==> src/rtl/reset_pkg.sv <==
// rtl/reset_pkg.sv - shared types and constants for the reset sequencer
// Ports: none (package).
package reset_pkg;

  typedef enum logic [1:0] {
    HOLD,
    SYS_UP,
    HART_RST,
    RUN
  } rst_state_e;

  // A single flop cannot resolve metastability on the release edge.
  localparam int MinSyncStages = 2;

endpackage

==> src/rtl/rst_sync.sv <==
// rtl/rst_sync.sv - async-assert, sync-release reset synchronizer
// Ports:
//   clk     in   clock of the destination domain
//   rst_n   in   raw reset, asynchronous active-low
//   rst_n_o out  reset that asserts with rst_n and releases on the Stages-th edge
module rst_sync
  import reset_pkg::*;
#(
  parameter int Stages = 2
) (
  input  logic clk,
  input  logic rst_n,
  output logic rst_n_o
);

  // Depth is clamped so a mis-set parameter still yields a real synchronizer.
  localparam int Depth = (Stages < MinSyncStages) ? MinSyncStages : Stages;

  logic [Depth-1:0] sync_q;
  logic [Depth-1:0] sync_d;

  // A one is shifted in from the bottom; the top bit is the released reset.
  always_comb begin
    sync_d = {sync_q[Depth-2:0], 1'b1};
  end

  always_ff @(posedge clk or negedge rst_n) begin
    if (!rst_n) begin
      sync_q <= '0;
    end else begin
      sync_q <= sync_d;
    end
  end

  assign rst_n_o = sync_q[Depth-1];

endmodule

==> src/rtl/reset_sequencer.sv <==
// rtl/reset_sequencer.sv - ordered dm/sys/hart reset release with debug reset requests
// Ports:
//   clk            in   system clock
//   rst_n          in   power-on reset, async assert, released through a synchronizer
//   ndmreset_req   in   level: hold sys and hart in reset while high
//   hartreset_req  in   level: hold hart in reset while high
//   ackhavereset   in   pulse: clear havereset
//   dm_rst_n       out  synchronized copy of rst_n
//   sys_rst_n      out  system/fabric reset, active-low
//   hart_rst_n     out  hart reset, active-low
//   havereset      out  sticky: hart has been reset since last ack
//   busy           out  high while the sequence is not in RUN
module reset_sequencer
  import reset_pkg::*;
#(
  parameter int SyncStages = 2,
  parameter int SysDelay   = 4,
  parameter int HartDelay  = 4
) (
  input  logic clk,
  input  logic rst_n,
  input  logic ndmreset_req,
  input  logic hartreset_req,
  input  logic ackhavereset,
  output logic dm_rst_n,
  output logic sys_rst_n,
  output logic hart_rst_n,
  output logic havereset,
  output logic busy
);

  localparam int MaxDelay = (SysDelay > HartDelay) ? SysDelay : HartDelay;
  localparam int CntW     = $clog2(MaxDelay + 1);

  localparam logic [CntW-1:0] SysLast  = CntW'(SysDelay - 1);
  localparam logic [CntW-1:0] HartLast = CntW'(HartDelay - 1);

  rst_state_e      state_q, state_d;
  logic [CntW-1:0] cnt_q, cnt_d;
  logic            sys_rst_n_q, sys_rst_n_d;
  logic            hart_rst_n_q, hart_rst_n_d;
  logic            havereset_q, havereset_d;
  logic            busy_q, busy_d;
  logic            dm_rst_n_sync;

  rst_sync #(
    .Stages (SyncStages)
  ) u_dm_sync (
    .clk     (clk),
    .rst_n   (rst_n),
    .rst_n_o (dm_rst_n_sync)
  );

  always_comb begin
    state_d = state_q;
    cnt_d   = cnt_q;

    case (state_q)
      HOLD: begin
        if (ndmreset_req) begin
          cnt_d = '0;
        end else if (cnt_q == SysLast) begin
          state_d = SYS_UP;
          cnt_d   = '0;
        end else begin
          cnt_d = cnt_q + CntW'(1);
        end
      end
      SYS_UP: begin
        if (cnt_q == HartLast) begin
          state_d = RUN;
          cnt_d   = '0;
        end else begin
          cnt_d = cnt_q + CntW'(1);
        end
      end
      HART_RST: begin
        if (hartreset_req) begin
          cnt_d = '0;
        end else if (cnt_q == HartLast) begin
          state_d = RUN;
          cnt_d   = '0;
        end else begin
          cnt_d = cnt_q + CntW'(1);
        end
      end
      RUN: begin
        cnt_d = '0;
      end
      default: begin
        state_d = HOLD;
        cnt_d   = '0;
      end
    endcase

    // Request overrides: ndmreset beats hartreset; hartreset is meaningless in
    // HOLD because the hart is already held there.
    if (ndmreset_req) begin
      state_d = HOLD;
      cnt_d   = '0;
    end else if (hartreset_req && (state_q == RUN || state_q == SYS_UP)) begin
      state_d = HART_RST;
      cnt_d   = '0;
    end

    // Outputs are registered from the next state so they move on the same
    // edge as the state and never glitch.
    sys_rst_n_d  = (state_d != HOLD);
    hart_rst_n_d = (state_d == RUN);
    busy_d       = (state_d != RUN);

    // The hart being captured in reset on this edge outranks an ack.
    if (!hart_rst_n_d) begin
      havereset_d = 1'b1;
    end else if (ackhavereset) begin
      havereset_d = 1'b0;
    end else begin
      havereset_d = havereset_q;
    end
  end

  always_ff @(posedge clk or negedge dm_rst_n_sync) begin
    if (!dm_rst_n_sync) begin
      state_q      <= HOLD;
      cnt_q        <= '0;
      sys_rst_n_q  <= 1'b0;
      hart_rst_n_q <= 1'b0;
      havereset_q  <= 1'b1;
      busy_q       <= 1'b1;
    end else begin
      state_q      <= state_d;
      cnt_q        <= cnt_d;
      sys_rst_n_q  <= sys_rst_n_d;
      hart_rst_n_q <= hart_rst_n_d;
      havereset_q  <= havereset_d;
      busy_q       <= busy_d;
    end
  end

  assign dm_rst_n   = dm_rst_n_sync;
  assign sys_rst_n  = sys_rst_n_q;
  assign hart_rst_n = hart_rst_n_q;
  assign havereset  = havereset_q;
  assign busy       = busy_q;

endmodule
==> config.mk <==
export PLATFORM = sky130hd
export DESIGN_NAME = reset_sequencer
export DESIGN_NICKNAME = d
export VERILOG_FILES = /design/src/rtl/reset_pkg.sv /design/src/rtl/rst_sync.sv /design/src/rtl/reset_sequencer.sv
export SDC_FILE = /design/constraint.sdc
export NUM_CORES = 1
export LEC_CHECK = 0
export ABC_AREA = 1
export BUFFER_PORTS_ARGS = -buffer_cell sky130_fd_sc_hd__clkbuf_2
export CAP_MARGIN = 40
export CORE_AREA = 2 2 39 41
export CTS_BUF_LIST = sky130_fd_sc_hd__clkbuf_16
export CTS_CLUSTER_DIAMETER = 40
export DETAILED_ROUTE_END_ITERATION = 12
export DIE_AREA = 0 0 41 43
export PLACE_DENSITY = 0.54
export SLEW_MARGIN = 10
export SYNTH_ARGS = -nofsm -noshare
export SYNTH_HDL_FRONTEND = slang
export SYNTH_SLANG_ARGS = --single-unit
==> constraint.sdc <==
create_clock -name clk -period 0.8 [get_ports clk]
set_input_delay 0.12 -clock clk [delete_from_list [all_inputs] [get_ports clk]]
set_output_delay 0.12 -clock clk [all_outputs]
set_load 0.005 [all_outputs]
# Word-level counts from Yosys, hierarchy flattened

Index checks and enable logic that the tools add are counted.

Reduce and logical (&&, ||, !) cells: 5
Shift operators: 0
Multiply operators: 0
Equality and inequality tests: 7
Div/mod/pow operators: 0
Bitwise gates (word level): 0
Magnitude comparators: 0
Add/subtract/negate cells: 1
Mux-type cells: 13

Operators by type and width:

| cell                                                                   | number |
|---|---|
| 3-bit two-way mux                                                      | 4 |
| 2-bit two-way mux                                                      | 5 |
| 3-bit one-hot mux with 3 select lines                                  | 1 |
| 2-bit equality test (second input constant)                            | 3 |
| 2-bit one-hot mux with 3 select lines                                  | 1 |
| 2-bit != test (second input constant)                                  | 2 |
| 3-bit by 1-bit adder with 3-bit output (second input constant)         | 1 |
| 3-bit by 2-bit equality test with 1-bit output (second input constant) | 1 |
| 2-bit by 1-bit equality test with 1-bit output (second input constant) | 1 |
| 2-bit zero test                                                        | 1 |
| 1-bit two-way mux                                                      | 2 |
| 2-bit nonzero test                                                     | 1 |
| 2-bit OR reduction                                                     | 1 |
| 1-bit logical AND                                                      | 1 |
| 1-bit logical OR                                                       | 1 |

Latch bits: 0
Memory bits (read-only): 0
Memories: 0
Memory bits (writable): 0
Flip-flop bits (word level): 11
Output and inout port bits: 5

# Longest topological paths before layout

Gate-level depths: netlist of the first run.

Depth after elaboration: 8
Mapped depth: 6
Mapped depth without buffers: 6

# Hierarchy

From an unflattened synthesis of the first run, not the netlist that was laid out.

Cells, all modules: 44
Area, all modules: 445.4 um2

By module, submodules not included:

| module          | instances | seq. area each (um2) | area each (um2) | cells an instance |
|---|---|---|---|---|
| reset_sequencer | 1         | 227.7                | 391.6           | 41 |
| rst_sync        | 1         | 50.0                 | 53.8            | 3 |

# Least setup slack after synthesis of the first run

No wires, ideal clock.

Path kind: reg-to-reg
From: register cnt_q[0]
To: register state_q[0]
Slack: -0.200 ns
Required time: 0.682 ns
Data arrival time: 0.882 ns
Library setup time: 0.118 ns
Path buffers: 0
Cell stages (with the launch flop): 6
Path through: dfrtp_1 -> ha_1 -> nand2_1 -> nand2_1 -> nand2_1 -> nor2_4

Cells in the longest elaborated chain, start to end: 6
Elaborated cells between the ends (all ways): 7
Those cells by class: eq/ne: 1; mux: 6

RTL lines:

| element                                            | RTL line                                                            | source |
|---|---|---|
| start, declared                                    | reset_sequencer.sv:39                                               | `logic [CntW-1:0] cnt_q, cnt_d;` |
| start signal, assigned                             | reset_sequencer.sv:132                                              | `cnt_q <= cnt_d;` |
| 3-bit by 2-bit equality test with 1-bit output (*) | reset_sequencer.sv:62, reset_sequencer.sv:70, reset_sequencer.sv:80 |  |
| 2-bit two-way mux                                  | reset_sequencer.sv:70, reset_sequencer.sv:80                        |  |
| 2-bit two-way mux                                  | reset_sequencer.sv:78                                               | `if (hartreset_req) begin` |
| 2-bit one-hot mux with 3 select lines (*)          | reset_sequencer.sv:58                                               | `case (state_q)` |
| 2-bit two-way mux (*)                              | reset_sequencer.sv:101                                              | `end else if (hartreset_req && (state_q == RUN \|\| state_q == SYS_UP)) begin` |
| 2-bit two-way mux (*)                              | reset_sequencer.sv:98                                               | `if (ndmreset_req) begin` |
| named net state_d[0]                               | reset_sequencer.sv:38                                               | `rst_state_e state_q, state_d;` |
| end signal, assigned                               | reset_sequencer.sv:131                                              | `state_q <= state_d;` |
| end, declared                                      | reset_sequencer.sv:38                                               |  |

Mark *: on every way through the listed nets, which the timed path passes. The rest lies on a longest branch.
A chain may end at the register's enable or synchronous reset.

# Final worst setup path of the first run

From: register havereset_q, in the netlist havereset
To: output port havereset

RTL lines:

| element                | RTL line               | source |
|---|---|---|
| start, declared        | reset_sequencer.sv:42  | `logic havereset_q, havereset_d;` |
| start signal, assigned | reset_sequencer.sv:135 | `havereset_q <= havereset_d;` |
| end, declared          | reset_sequencer.sv:28  | `output logic havereset,` |

No word-level cell between the ends.

==> impl_metrics.yaml, run 1 <==
power:
  p_leak_nw: 0.352
  p_sw_share_pct: 22.7
  power_density_mw_per_mm2: 2510
  ir_drop_mv: 1.42
  p_int_w: 0.00137
  clkPwrFrac_pct: 51.1
  pwr-share-comb_pct: 13.5
  p_seq_share_pct: 35.4
  p_switching_w: 0.000402
die:
  die_area_sq_mm: 0.00176
  die_w_um: 41
  die_h_um: 43
  io_pins: 10
  rows: 14
  core_area_sq_mm: 0.00138
  start_util_pct: 32.2
placed_design:
  placed_cell_area_sq_um: 548
  pre_cts_slack_ps: -202
  port_buffers: 9
  routabilityCongestion: 0.627
  placed_cells: 70
logic_synthesis:
  synth_nets: 50
  yosysUniqueCellTypes: 15
  synth.area.top_cells: "dfrtp_1 51%, dfstp_2 12%, nand2_1 8.4%"
  ys_ff_latch: 11
  synth_top_cell_by_area: "dfrtp_1"
  synthCells: 44
  syn_area_sq_um: 445
  synth.avg_cell_area_sq_um: 10.1
  yosys_warnings: 0
  ys_seq_area_share_pct: 62.4
  synth_top_area_share_pct: 50.6
layout:
  layout.cells.non_filler: 77
  antenna_cells: 0
  final_util_pct: 50.9
  num-nets-final: 68
  drive_above_1_share_pct: 63.9
  fill_cells: 133
  synthToLayoutAreaGrowth_pct: 58.1
  fin_area_sq_um: 704
drt:
  wire_per_inst_um: 10.9
  dr.pass1.iters: 2
  drt_iter0_markers: 3
  drc: 0
  totalWireLength_um: 841
  viasPerCell: 4.22
  ant_nets: 0
  vias: 325
critical_path:
  worstReg2RegEnd: "sys_rst_n"
  arrival_ps: 870
  startpoint_type: "flip-flop"
  slowest_stage: "dfstp_2"
  critPathTopFamily: "flip-flops"
  max_stage_delay_ps: 530
  critPathMaxFanout: 2
  cp_num_cells: 1
  rr_startpoint: "cnt_q[0]"
  reg2regPathDepth: 5
  worstPathRequired_ps: 680
  cp_num_buf_inv: 1
  cp_cell_sequence: "clkbuf_2"
  cp-end-kind: "output port"
  r2r_slack_ps: -190
  crit_end: "havereset"
  crit_type: "flip-flop to output port"
  startpoint: "havereset"
global_routing:
  track_usage_pct: 12.1
  met3_usage_pct: 3.14
  grt_pass1_vias: 324
  antenna_found_initial: 0
  grt_pass1_wl_um: 1320
  met1_usage_pct: 15.5
  grt-busiest-layer: "met1"
  gr-usage-met2_pct: 15.3
  grt_max_degree: 10
  grt-ovfl-total: 0
cts:
  clk_path_buf_depth: 2
  cts_root_buf: "clkbuf_16"
  clock-sinks: 11
  cts_buffers: 3
  cts_tree: "built"
  clk_pin_slew_ps: 40
  clk_latency_ps: 240
  cts_max_level: 1
status:
  violations: "negative setup slack"
  status: "finished, violations left"
timing:
  setup_viol: 14
  worst_slack_ps: -188
  hold-worst-slack_ps: 119
  hold_viol: 0
  finalClockSkew_ps: 3.45
  fin_crit_ps: 988
  timing.final.crit_share_pct: 124
  drv_slew: 0
  max_freq_mhz: 1010
  rsz0062_at_grt: "yes"
run:
  drv_cap: 0
hold_path:
  min_from: "ackhavereset"
  worst_hold_path_type: "input pin to flip-flop"
==> placed cells by master (no fill, tap or decap), types with 3 or more instances in the layout <==
cell type	Yosys	layout
nand2_4	0	4
dfrtp_1	9	8
nor2_1	5	4
nand2_2	1	3
inv_1	6	4
clkbuf_2	0	9
nand2_1	10	4
clkbuf_16	0	3
inv_2	1	3
buf_4	0	3
==> power groups by stage <==
| stage | registers (W) | clock network (W) | logic (W) |
|---|---|---|---|
| finish | 0.000626 | 0.000904 | 0.000239 |
| global route | 0.000633 | 0.000948 | 0.000265 |
| CTS | 0.000626 | 0.000925 | 0.000236 |
| detailed placement | 0.000633 | 0 | 0.000173 |
| global placement | 0.000632 | 0 | 0.000175 |
| floorplan | 0.000636 | 0 | 0.000118 |
==> cell type report <==
cell class | instances | area [sq um] | share of cell area, %
clock buffers | 3 | 75.1 | 10.7
clock inverters | 1 | 5.00 | 0.710
inverters | 7 | 26.3 | 3.73
multi-input cells | 26 | 221 | 31.4
flip-flops and latches | 11 | 279 | 39.6
well taps | 16 | 20.0 | 2.84
repair buffers | 13 | 77.6 | 11.0
==> cells in the mapped netlist (all sizes together) <==
| master | instances |
|---|---|
| conb | 1 |
| nor3 | 1 |
| dfrtp | 9 |
| nor2 | 8 |
| dfstp | 2 |
| inv | 7 |
| nand3 | 3 |
| o21ai | 1 |
| ha | 1 |
| nand2 | 11 |
==> how the worst min path moves through the flow <==
stage	end	slack, ps	cells after the start
finish	havereset	120	4
global route	havereset	140	4
CTS	havereset	120	4
detailed placement	u_dm_sync.sync_q[0]	-90	1
global placement	u_dm_sync.sync_q[0]	-90	1
floorplan	u_dm_sync.sync_q[0]	-180	0
==> sequential cells by signal, indices dropped and copies added (netlist names) <==
signal / cells
cnt_q: 3
hart_rst_n: 1
state_q: 2
sys_rst_n: 1
u_dm_sync.sync_q: 2
busy: 1
havereset: 1
==> cell families (layout without fill, tap and decap cells) <==
group,after synthesis,in the layout,synth area share (%)
other cells,1,1,0.842
compound gates,1,1,1.97
simple gates,23,23,26.1
buf+inv,7,24,5.90
fa+ha+maj,1,1,2.81
flops,11,11,62.4
==> per-stage QoR <==
stage | power, W | TNS [ps]
2_1_floorplan | 0.000754 | -835
3_3_place_gp | 0.000807 | -1440
3_5_place_dp | 0.000805 | -1470
4_1_cts | 0.00179 | -1980
5_1_grt | 0.00185 | -2480
6_report | 0.00177 | -1900
==> routing by layer <==
layer,vias to the layer above,share of wire [%]
li1,165,-
met4,0,1.8
met3,2,3.4
met5,-,0
met2,6,48
met1,152,47
==> what timing repair did <==
item	in CTS	in global routing
gates resized for setup	12	2
hold buffers	1	0
setup buffers	2	0
endpoints found under the setup margin	14	14
gates cloned	0	0
pin swaps	1	0
endpoints found under the hold margin	2	0
(Power assumes the default switching activity.)
==> run 2: changes to the inputs <==
- SYNTH_HIERARCHICAL: unset -> 1
==> run 2 against run 1 <==
Effect of this change: the run still ends with negative setup slack left; sequential power is 0.6% higher; register-to-register slack got worse by 20 ps; sequential cell count unchanged; synthesized cell count stayed put; wire length grew 12%; hold slack better by 1.6 ps; largest power group unchanged; largest cell class unchanged; combinational power fell by 16%; first-iteration DRC count unchanged; power down 1.4%.
==> impl_metrics.yaml, run 2 <==
logic_synthesis:
  synth_most_common_cell: "nand2_1"
  synth_top_area_share_pct: 50.6
  syn_area_sq_um: 445
  synthCells: 44
  yosys_warnings: 6
  synth.avg_cell_area_sq_um: 10.1
  synth.top_cells.by_count: "10 x nand2_1, 9 x dfrtp_1, 6 x inv_1"
  ys_seq_area_share_pct: 62.4
  synthFlopType: "dfrtp_1"
  synth-edff-count: 0
  ys_ff_latch: 11
  yosysUniqueCellTypes: 15
  synth.area.top_cells: "dfrtp_1 51%, dfstp_2 12%, nand2_1 8.4%"
  async_flop_share_pct: 100
  synth_top_cell_by_area: "dfrtp_1"
  synth_nets: 50
global_routing:
  antenna_found_initial: 0
  grt-ovfl-total: 0
  grt_pass1_vias: 371
  grt_max_degree: 10
  grt_pass1_wl_um: 1550
  track_usage_pct: 14.1
cts:
  clk_latency_ps: 240
  clk_path_buf_depth: 2
  cts_root_buf: "clkbuf_16"
  clock-sinks: 11
  clk_pin_slew_ps: 40
  cts_tree: "built"
  cts_max_level: 1
  cts_buffers: 3
timing:
  fin_tns_setup_ps: -2000
  setup_viol: 14
  rsz0062_at_grt: "yes"
  drv_slew: 0
  hold_viol: 0
  fin_crit_ps: 1010
  max_freq_mhz: 995
  timing.final.crit_share_pct: 126
  finalClockSkew_ps: 0.688
  worst_slack_ps: -205
placed_design:
  routabilityCongestion: 0.620
  hpwl_um: 624
  port_buffers: 9
critical_path:
  critPathMaxFanout: 4
  slowest_stage: "dfrtp_2"
  arrival_ps: 1180
  cp-end-kind: "flip-flop"
  worstPathRequired_ps: 970
  rr_startpoint: "state_q[0]"
  crit_type: "flip-flop to flip-flop"
  cp_cell_sequence: "o21ai_4 -> nand3_2 -> nor2_4 -> inv_2"
  startpoint_type: "flip-flop"
  max_stage_delay_ps: 440
  startpoint: "state_q[0]"
layout:
  synthToLayoutAreaGrowth_pct: 50.6
  mostFrequentLayoutCell: "clkbuf_2"
  largest_reg_flops: 3
  largest-register: "cnt_q"
  most-common-layout-cells: "9 x clkbuf_2, 8 x dfrtp_1, 6 x nand2_1"
  num-nets-final: 67
  antenna_cells: 0
  final_util_pct: 48.5
  reg_top3: "cnt_q: 3 flops, state_q: 2 flops, u_dm_sync/sync_q: 2 flops"
  drive_above_1_share_pct: 55.0
drt:
  dr.pass1.iters: 2
  wire_per_inst_um: 12.4
  ant_nets: 0
  totalWireLength_um: 940
  drt_iter0_markers: 3
  vias: 334
  viasPerCell: 4.39
  drc: 0
die:
  die_h_um: 43
  rows: 14
  start_util_pct: 32.2
  die_area_sq_mm: 0.00176
  core_area_sq_mm: 0.00138
  die_w_um: 41
  io_pins: 10
status:
  violations: "negative setup slack"
  status: "finished, violations left"
run:
  drv_cap: 0
power:
  ir_drop_mv: 1.54
  power_density_mw_per_mm2: 2600
  p_leak_nw: 0.341
hold_path:
  worst_hold_path_type: "input pin to flip-flop"
  min_from: "ackhavereset"
==> run 2: cell counts after synthesis <==
No cell type changed its count.
==> run 2: final timing paths <==
kind,end,slack (ps),cells after the start
setup / recovery,busy,-210,4
hold / removal,havereset,120,4
setup reg to reg,busy,-210,4
hold reg to reg,state_q[1],170,1
max in group asynchronous,busy,410,1
min in group asynchronous,state_q[1],170,1
==> run 2: worst max-delay path, delay by kind of cell, from the launching register on <==
| kind | cells | cell delay [ps] |
|---|---|---|
| compound gates | 1 | 220 |
| buf+inv | 1 | 40 |
| flops | 1 | 440 |
| simple gates | 2 | 240 |
==> run 2: power by group <==
| part | leakage (nW) | switching (W) | internal, W |
|---|---|---|---|
| clock network | 0.0423 | 0.000256 | 0.000657 |
| registers | 0.138 | 0.0000327 | 0.000597 |
| logic | 0.161 | 0.000112 | 0.0000896 |
| total | 0.341 | 0.000401 | 0.00134 |
==> run 2: cell families (layout without fill, tap and decap cells) <==
family | Yosys count | count (layout) | share of synthesized area (%)
AOI/OAI and AO/OA | 1 | 1 | 1.97
adders and majority gates | 1 | 1 | 2.81
buffers and inverters | 7 | 23 | 5.90
DFF | 11 | 11 | 62.4
other | 1 | 1 | 0.842
and+or+nand+nor | 23 | 23 | 26.1
==> run 2: layer usage <==
layer  routed length, um  global-route usage [%]  share of wire, %  vias to the layer above
li1                    -                       -                 -                      162
met2                 476                    20.0                51                        8
met5                   0                       0                 0                        -
met4                  26                    10.0               2.8                        0
met3                  44                    6.28               4.7                        5
met1                 393                    15.8                42                      159
==> run 2: repair_timing <==
action	4_1_cts	5_1_grt
setup endpoints to repair	14	14
setup buffers	0	1
hold buffers	1	0
pin swaps	1	1
gates resized for setup	3	7
endpoints found under the hold margin	2	0
==> run 2: through the flow <==
step | instances | instance area, sq um | hold WS, ps | worst slack [ps] | total power, W
after floorplan | 44 | 465 | -176 | -129 | 0.000738
after global placement | 70 | 538 | -90.7 | -192 | 0.000792
after detailed placement | 70 | 538 | -89.5 | -220 | 0.000793
after CTS | 75 | 637 | 127 | -206 | 0.00174
after global routing | 76 | 671 | 135 | -266 | 0.00184
final | 76 | 671 | 121 | -205 | 0.00174
==> run 2: area by class of cell <==
class	count	area, sq um
inverters	7	26.3
clock buffers	3	75.1
clock inverters	1	3.75
well taps	16	20.0
repair buffers	12	70.1
fillers	132	713
flip-flops and latches	11	279
multi-input cells	26	196
==> run 3: changes to the inputs <==
- CAP_MARGIN: 40 -> unset
- SETUP_SLACK_MARGIN: unset -> 0.3
==> run 3 against run 2 <==
Effect of this change: worst setup slack better by 5.3 ps; maximum frequency is 0.53% higher; combinational power is 12% higher; utilization is 1.7 points higher; power is 0.54% lower; register-to-register slack hardly changed; cell count stayed put; critical endpoint is now sys_rst_n; critical path type unchanged; wire length is 9.7% lower; clock-buffer cell count stayed put; first-iteration DRC count stayed put; the run still ends with negative setup slack left.
==> impl_metrics.yaml, run 3 (synthesis gave the netlist of run 2 again) <==
status:
  status: "finished, violations left"
  violations: "negative setup slack"
critical_path:
  max_stage_delay_ps: 400
  critPathMaxFanout: 4
  startpoint: "cnt_q[0]"
  arrival_ps: 1120
  worstPathRequired_ps: 920
  crit_type: "flip-flop to flip-flop"
  r2r_slack_ps: -200
  rr_startpoint: "cnt_q[0]"
  reg2regPathDepth: 5
  slowest_stage: "dfrtp_1"
  critPathTopFamily: "flip-flops"
  startpoint_type: "flip-flop"
  cp-end-kind: "flip-flop"
  cp_cell_sequence: "ha_4 -> nand2_4 -> nand2_4 -> nand3_4 -> nand2_1"
  cp_num_cells: 5
  crit_end: "sys_rst_n"
  critPathMostFrequentCell: "nand2_4"
  cp_num_buf_inv: 0
  worstReg2RegEnd: "sys_rst_n"
layout:
  largest-register: "cnt_q"
  largest_reg_flops: 3
  seqCellArea_sq_um: 280
  antenna_cells: 0
  multi_input_area_sq_um: 219
  num-nets-final: 67
  most-common-layout-cells: "9 x clkbuf_2, 7 x dfrtp_1, 5 x inv_1, 5 x nand2_4, 5 x nand2_1"
  fill_cells: 119
  synthToLayoutAreaGrowth_pct: 55.9
  fin_area_sq_um: 694
  reg_top3: "cnt_q: 3 flops, state_q: 2 flops, u_dm_sync/sync_q: 2 flops"
  mostFrequentLayoutCell: "clkbuf_2"
  drive_above_1_share_pct: 60.0
hold_path:
  worst_hold_path_type: "input pin to flip-flop"
timing:
  hold-worst-slack_ps: 122
  fin_crit_ps: 1000
  timing.final.crit_share_pct: 125
  setup_viol: 14
  max_freq_mhz: 1000
  drv_slew: 0
  hold_viol: 0
  fin_tns_setup_ps: -2000
  worst_slack_ps: -200
  rsz0062_at_grt: "yes"
  finalClockSkew_ps: 1.80
placed_design:
  port_buffers: 9
  routabilityCongestion: 0.624
  pre_cts_slack_ps: -191
  hpwl_um: 624
  placed_cell_area_sq_um: 539
drt:
  drc: 0
  vias: 327
  dr.pass1.iters: 4
  totalWireLength_um: 849
  drt_iter0_markers: 3
  wire_per_inst_um: 11.2
  ant_nets: 0
  viasPerCell: 4.30
power:
  power.total_w: 0.00174
  p_sw_share_pct: 22.1
  p_int_w: 0.00135
  pwr-share-comb_pct: 13.0
  clkPwrFrac_pct: 50.8
  p_seq_share_pct: 36.2
  ir_drop_mv: 1.20
  p_leak_nw: 0.349
  power_density_mw_per_mm2: 2500
  p_switching_w: 0.000383
die:
  io_pins: 10
  rows: 14
  die_area_sq_mm: 0.00176
  core_area_sq_mm: 0.00138
  die_w_um: 41
  start_util_pct: 32.2
  die_h_um: 43
global_routing:
  grt-ovfl-total: 0
  antenna_found_initial: 0
  grt_pass1_wl_um: 1350
  track_usage_pct: 12.5
  grt_max_degree: 10
  grt_pass1_vias: 354
cts:
  clk_pin_slew_ps: 40
  cts_max_level: 1
  cts_buffers: 3
  cts_root_buf: "clkbuf_16"
  clock-sinks: 11
  clk_path_buf_depth: 2
  clk_latency_ps: 230
  cts_tree: "built"
run:
  drv_cap: 0
-- run 3: through the flow --
step                utilization (%)  instances
floorplan                         -         44
global route                   50.2         76
detailed placement             39.0         70
CTS                            47.2         75
global placement               39.0         70
finish                         50.2         76
-- run 3: repair_timing --
item	4_1_cts	5_1_grt
hold endpoints to repair	2	0
hold buffers	1	0
pin swaps	2	5
buffers inserted	0	1
endpoints found under the setup margin	14	14
resized for setup	6	9
-- run 3: layout make-up --
cell class | count | share of cell area, %
sequential | 11 | 40.4
multi-input combinational | 26 | 31.5
clock buffer | 3 | 10.8
timing repair buffer | 12 | 10.1
inverter | 7 | 3.78
tap | 16 | 2.88
clock inverter | 1 | 0.541
-- run 3: power groups by stage --
stage	combinational, W	sequential (W)	clock [W]
global placement	0.000159	0.000632	0
floorplan	0.000102	0.000637	0
global route	0.000253	0.000633	0.000936
detailed placement	0.000160	0.000635	0
CTS	0.000188	0.000630	0.000890
finish	0.000226	0.000628	0.000881
-- run 3: how the worst min path moves through the flow --
stage	to	start	slack, ps	cells past startpoint
after global placement	u_dm_sync/sync_q[0]	rst_n	-90	1
after detailed placement	u_dm_sync/sync_q[0]	rst_n	-90	1
final	havereset	ackhavereset	120	4
after CTS	havereset	ackhavereset	120	4
after floorplan	u_dm_sync/sync_q[0]	rst_n	-180	0
after global routing	havereset	ackhavereset	130	4
-- run 3: metal layers --
| layer | GRT usage (%) | vias to the layer above | wire [um] |
|---|---|---|---|
| met1 | 11.4 | 156 | 318 |
| met5 | 0 | - | 0 |
| met4 | 8.00 | 0 | 10 |
| met3 | 6.28 | 2 | 47 |
| met2 | 20.3 | 7 | 473 |
| li1 | - | 162 | - |
-- run 3: worst min-delay path, cell delays in order --
cell,delay [ps]
clkbuf_2,70
inv_1,30
nand2_1,60
nand3_2,60
